## src/rtl/ubc_break_match.sv

```systemverilog
// ubc_break_match: user-break condition engine.
// Evaluates channel A/B break conditions against the bus monitor and the
// instruction stream. It pulses compare-match flags back to the register
// block and raises the user-break request toward the interrupt controller.
//
// Sequential-mode FSM:
//   state      | meaning
//   ARMED_IDLE | waiting for a channel A match (sequential mode) or SEQ=0
//   A_HIT      | channel A matched; the next channel B match raises the break
module ubc_break_match #(
    parameter bit NONE_ON_ZERO = 1'b1
) (
    input  logic        CLK,
    input  logic        RST_N,
    input  logic        CE_R,
    input  logic        RES_N,
    input  logic [31:0] BAR_A,
    input  logic [31:0] BAMR_A,
    input  logic [7:0]  BBR_A,
    input  logic [31:0] BAR_B,
    input  logic [31:0] BAMR_B,
    input  logic [7:0]  BBR_B,
    input  logic [31:0] BDR_B,
    input  logic [31:0] BDMR_B,
    input  logic        SEQ,
    input  logic        DBEB,
    input  logic        PCBA,
    input  logic        PCBB,
    input  logic        MON_VALID,
    input  logic [31:0] MON_A,
    input  logic [31:0] MON_D,
    input  logic        MON_CPU,
    input  logic        MON_WR,
    input  logic [1:0]  MON_SZ,
    input  logic        DEC_VALID,
    input  logic [31:0] DEC_PC,
    input  logic        EXE_DONE,
    input  logic        BRK_ACK,
    output logic        CMFA_SET,
    output logic        CMFB_SET,
    output logic        BRK_REQ,
    output logic        BRK_PRE
);

    typedef enum logic [0:0] {
        ARMED_IDLE = 1'b0,
        A_HIT      = 1'b1
    } seq_state_t;

    seq_state_t state, state_d;

    logic cmfa_q, cmfb_q, brk_req_q, brk_pre_q, pend_q;
    logic brk_req_d, brk_pre_d, pend_d;

    logic fa, da, fb, db;
    logic pre_req, post_arm, data_req, post_fire, new_req, hold, fin;
    logic [31:0] szmask;

    // Two-bit select field: bit0/bit1 pick the two classes, 00 means off (or don't-care)
    function automatic logic fld_ok(input logic [1:0] f, input logic sel);
        if (f == 2'b00) return !NONE_ON_ZERO;
        return sel ? f[1] : f[0];
    endfunction

    // SZ field: 00 any size, otherwise must equal bus size + 1
    function automatic logic sz_ok(input logic [1:0] f, input logic [1:0] sz);
        return (f == 2'b00) || (f == (sz + 2'd1));
    endfunction

    function automatic logic addr_ok(input logic [31:0] a, input logic [31:0] bar,
                                     input logic [31:0] bamr);
        return ((a ^ bar) & ~bamr) == 32'd0;
    endfunction

    // Raw per-channel matches: fetch class (CPU word read) and data class
    always_comb begin
        szmask = 32'hFFFF_FFFF;
        case (MON_SZ)
            2'd0:    szmask = 32'h0000_00FF;
            2'd1:    szmask = 32'h0000_FFFF;
            default: szmask = 32'hFFFF_FFFF;
        endcase

        fa = DEC_VALID && fld_ok(BBR_A[7:6], 1'b0) && fld_ok(BBR_A[5:4], 1'b0)
             && fld_ok(BBR_A[3:2], 1'b0) && sz_ok(BBR_A[1:0], 2'd1)
             && addr_ok(DEC_PC, BAR_A, BAMR_A);
        da = MON_VALID && fld_ok(BBR_A[7:6], !MON_CPU) && fld_ok(BBR_A[5:4], 1'b1)
             && fld_ok(BBR_A[3:2], MON_WR) && sz_ok(BBR_A[1:0], MON_SZ)
             && addr_ok(MON_A, BAR_A, BAMR_A);
        fb = DEC_VALID && fld_ok(BBR_B[7:6], 1'b0) && fld_ok(BBR_B[5:4], 1'b0)
             && fld_ok(BBR_B[3:2], 1'b0) && sz_ok(BBR_B[1:0], 2'd1)
             && addr_ok(DEC_PC, BAR_B, BAMR_B);
        db = MON_VALID && fld_ok(BBR_B[7:6], !MON_CPU) && fld_ok(BBR_B[5:4], 1'b1)
             && fld_ok(BBR_B[3:2], MON_WR) && sz_ok(BBR_B[1:0], MON_SZ)
             && addr_ok(MON_A, BAR_B, BAMR_B)
             && (!DBEB || (((MON_D ^ BDR_B) & ~BDMR_B & szmask) == 32'd0));
    end

    // Break decision, sequencing FSM next state and request/pending next values
    always_comb begin
        state_d  = state;
        pre_req  = 1'b0;
        post_arm = 1'b0;
        data_req = 1'b0;
        fin      = 1'b0;

        if (!SEQ) begin
            state_d  = ARMED_IDLE;
            pre_req  = (fa && !PCBA) || (fb && !PCBB);
            post_arm = (fa && PCBA) || (fb && PCBB);
            data_req = da || db;
        end else begin
            case (state)
                ARMED_IDLE: if (fa || da) state_d = A_HIT;
                A_HIT: begin
                    if (fb || db) begin
                        state_d = ARMED_IDLE;
                        fin     = 1'b1;
                    end
                end
                default: state_d = ARMED_IDLE;
            endcase
            // The final break in sequential mode follows channel B's PC-break timing
            pre_req  = fin && fb && !PCBB;
            post_arm = fin && fb && PCBB;
            data_req = fin && db;
        end

        post_fire = pend_q && EXE_DONE;
        new_req   = pre_req || data_req || post_fire;
        hold      = brk_req_q && !BRK_ACK;
        brk_req_d = new_req || hold;
        // A pre-exec request in flight keeps BRK_PRE set while further requests merge
        brk_pre_d = pre_req || (hold && brk_pre_q);

        // A newer pre-exec break supersedes any post-exec break still waiting
        if (pre_req)        pend_d = 1'b0;
        else if (post_arm)  pend_d = 1'b1;
        else if (post_fire) pend_d = 1'b0;
        else                pend_d = pend_q;
    end

    // Sequencing FSM state register
    always_ff @(posedge CLK or negedge RST_N) begin
        if (!RST_N)
            state <= ARMED_IDLE;
        else if (CE_R) begin
            if (!RES_N) state <= ARMED_IDLE;
            else        state <= state_d;
        end
    end

    // Registered match flags, break request and post-exec pending
    always_ff @(posedge CLK or negedge RST_N) begin
        if (!RST_N) begin
            cmfa_q    <= 1'b0;
            cmfb_q    <= 1'b0;
            brk_req_q <= 1'b0;
            brk_pre_q <= 1'b0;
            pend_q    <= 1'b0;
        end else if (CE_R) begin
            if (!RES_N) begin
                cmfa_q    <= 1'b0;
                cmfb_q    <= 1'b0;
                brk_req_q <= 1'b0;
                brk_pre_q <= 1'b0;
                pend_q    <= 1'b0;
            end else begin
                cmfa_q    <= fa || da;
                cmfb_q    <= fb || db;
                brk_req_q <= brk_req_d;
                brk_pre_q <= brk_pre_d;
                pend_q    <= pend_d;
            end
        end
    end

    assign CMFA_SET = cmfa_q;
    assign CMFB_SET = cmfb_q;
    assign BRK_REQ  = brk_req_q;
    assign BRK_PRE  = brk_pre_q;

endmodule

```

## config.mk

```make
export PLATFORM = sky130hd
export DESIGN_NAME = ubc_break_match
export DESIGN_NICKNAME = d
export VERILOG_FILES = /design/src/rtl/ubc_break_match.sv
export SDC_FILE = /design/constraint.sdc
export NUM_CORES = 1
export LEC_CHECK = 0
export CAP_MARGIN = 15
export CORE_AREA = 2 2 126 128
export DETAILED_ROUTE_END_ITERATION = 10
export DIE_AREA = 0 0 128 130
export DONT_BUFFER_PORTS = 1
export GPL_TIMING_DRIVEN = 0
export PLACE_DENSITY = 0.36
export SYNTH_ARGS = -nofsm -noshare
export SYNTH_HDL_FRONTEND = slang
export SYNTH_SLANG_ARGS = --single-unit
```

## constraint.sdc

```tcl
create_clock -name CLK -period 2.5 [get_ports CLK]
set_input_delay 0.5 -clock CLK [delete_from_list [all_inputs] [get_ports CLK]]
set_output_delay 0.5 -clock CLK [all_outputs]
set_load 0.05 [all_outputs]
```

==> flow_summary.toml <==
[layout]
instances_no_fill = 583
mostFrequentLayoutCells = "xnor2_1 (157), o22ai_1 (89), nor2_1 (30)"
layout_commonest_cell = "xnor2_1"
drive_gt1_frac = 0.0307
utilization = 0.212
diodes = 0
layout.nets = 716
num-fill-cells = 1729
area_delta_synth_final_pct = 12.1

[timing]
tightest_slew_ns = 0.648
setup_slack_ns = 0.115
grt_setup_unrepaired = "false"
fin_crit_sh = 0.954
period_minus_slack_ns = 2.39
setup_viol = 0
final_max_slew_viol_count = 0
max_slew_margin = 0.562
hold_viol = 0
clock_skew_ns = 0.000563
fmax_mhz = 419

[routing]
drtIter0Drc = 218
vias_per_cell = 5.53
post_drt_wl_per_cell_um = 31.5
drc = 0
routed_wl_um = 18400
first_pass_iters = 4
vias = 3222
postRouteAntennaNets = 0

[floorplanning]
die_w_um = 128
num_rows = 46
ioPinCount = 324
die-area_mm2 = 0.0166
initial_core_util = 0.189
coreArea_mm2 = 0.0154
fp.dieH_um = 130

[yosys]
synthAdderAreaFrac = 0.0129
synth_top_family_by_area = "XOR/XNOR gates"
synth_nets = 710
syn_area_per_cell_um2 = 7.53
syn_area_mm2 = 0.00291
ys_types = 38
ys.warnings.count = 0
synth_seq_cells = 6
synth_edf_count = 0
async_reset_ff_frac = 1.00
ys.flop_type = "dfrtp_1"
synth_compound_area_frac = 0.262
seq_area_frac_synth = 0.0515
synth_xor_area_frac = 0.481
muxShareOfSynthArea = 0.0146
syn_inst = 387
synth-simple-area-share = 0.168

[outcome]
outcome = "completed"

[place]
dp.cells = 579
dp_hpwl_um = 17300
place_ws_ns = -0.339
portBuffers = 0
gp_congestion = 0.877

[grt]
grt_pass1_vias = 3579
antenna_found_initial = 0
grt_overflow = 0
grt.total_usage = 0.204
grt_pass1_wl_um = 23800
grt_max_degree = 10

[critical_path]
crit_type = "in2reg"
worst-r2r-setup-slack_ns = 1.20
r2r_cells = 3
startpoint_type = "primary input"
worstPathRequired_ns = 2.63
r2r_end = "BRK_REQ"
cp_max_fo = 4
r2r_start = "BRK_REQ"
endpoint_kind = "flip-flop"
cp.arrival_ns = 2.52

[cts]
cts_tree = "done"
cts-buffers-inserted = 3
cts_num_sinks = 6
cts.htree.levels = 1
clk_latency_ns = 0.22
clk_pin_slew_worst_paths_ns = 0.03
clockBufferDepth = 2
clockRootBuffer = "clkbuf_16"

[power]
p_leak_uw = 0.000857
power_density_mw_per_mm2 = 294
ir_drop_v = 0.000166

[flow_run]
cap_violations = 0

[min_path]
hold_path_end = "BRK_PRE"
hold_path_class = "in2reg"
worstHoldStart = "RES_N"
hold_depth = 2
## per-stage QoR
step,power [uW],hold WS (ns),setup TNS (ns),area (um2)
floorplan,524,0.204,0,2910
global placement,692,0.205,-0.738,3150
detailed placement,690,0.205,-0.731,3150
CTS,960,0.443,0,3250
global route,1010,0.454,0,3270
finish,961,0.442,0,3270
## area by class of cell
| type | instances | area, um2 | share of cell area |
|---|---|---|---|
| repair buffers | 1 | 10.0 | 0.00307 |
| inverters | 7 | 26.3 | 0.00805 |
| flip-flops and latches | 6 | 150 | 0.0460 |
| clock buffers | 3 | 75.1 | 0.0230 |
| multi-input cells | 374 | 2760 | 0.846 |
| well taps | 192 | 240 | 0.0736 |
## worst max path at each step
stage          endpoint       from  depth (start not counted)  slack (ns)
5_1_grt          pend_q  BAR_A[21]                          7        0.03
6_report        BRK_REQ  MON_SZ[0]                          9        0.11
4_1_cts           state  BAR_B[11]                          7        0.04
3_5_place_dp      state  BAR_B[11]                          7       -0.34
2_1_floorplan     state  MON_SZ[0]                          9        0.38
3_3_place_gp      state  BAR_B[11]                          7       -0.35
## layer usage
metal,share of wire,GRT usage
met1,0.35,0.221
met2,0.52,0.390
met3,0.099,0.0513
met4,0.032,0.0653
met5,0,0
## power breakdown
part	switching, uW	total, uW	internal (uW)
sequential	0.00290	97.8	97.8
clock	49.4	254	205
combinational	311	609	298
## logic make-up (layout without fill, tap and decap cells)
logic type | count (synthesis) | after routing
simple gates | 90 | 90
mux | 4 | 4
xor+xnor | 160 | 160
buf+inv | 7 | 11
compound gates | 117 | 117
flops | 6 | 6
fa+ha+maj | 3 | 3
## cell usage after synthesis, types with 2 or more instances
cell        n  area (um2)
mux2_2      2        22.5
nand4_1     8        50.1
a21oi_1     3        15.0
nor2b_1     3        18.8
ha_1        3        37.5
xnor2_1   157        1380
nor4_1     22         138
nor4b_1     3        26.3
nor2_1     30         113
nor4_2      2        25.0
inv_1       6        22.5
o22a_1      3        26.3
nand3_1     5        25.0
nand2_1     9        33.8
o21ai_0     4        20.0
o211ai_1    2        15.0
o22ai_1    89         557
dfrtp_1     6         150
nor3_1      3        15.0
mux2i_1     2        20.0
nor3b_1     2        15.0
a211oi_1    5        37.5
xor2_1      3        26.3
## repair_timing
action                                 4_1_cts  5_1_grt
gates resized for setup                      2        2
setup endpoints to repair                    1        2
pin swaps                                    0        0
setup buffers                                0        0
cloned                                       0        0
endpoints found under the hold margin        6        0
hold buffers                                 1        0
## registers in the layout, indices dropped and copies added (netlist names)
name      count
BRK_REQ       1
pend_q        1
state         1
CMFA_SET      1
BRK_PRE       1
CMFB_SET      1
## worst max-delay path, cell delays in order
cell      delay, ns
inv_1          0.06
ha_1           0.34
inv_1          0.07
o21ai_0        0.08
a211oi_1       0.39
nand4_1        0.19
nor4_1         0.59
a211oi_1       0.10
o211ai_1       0.20
Power figures use the tool's default switching activity.
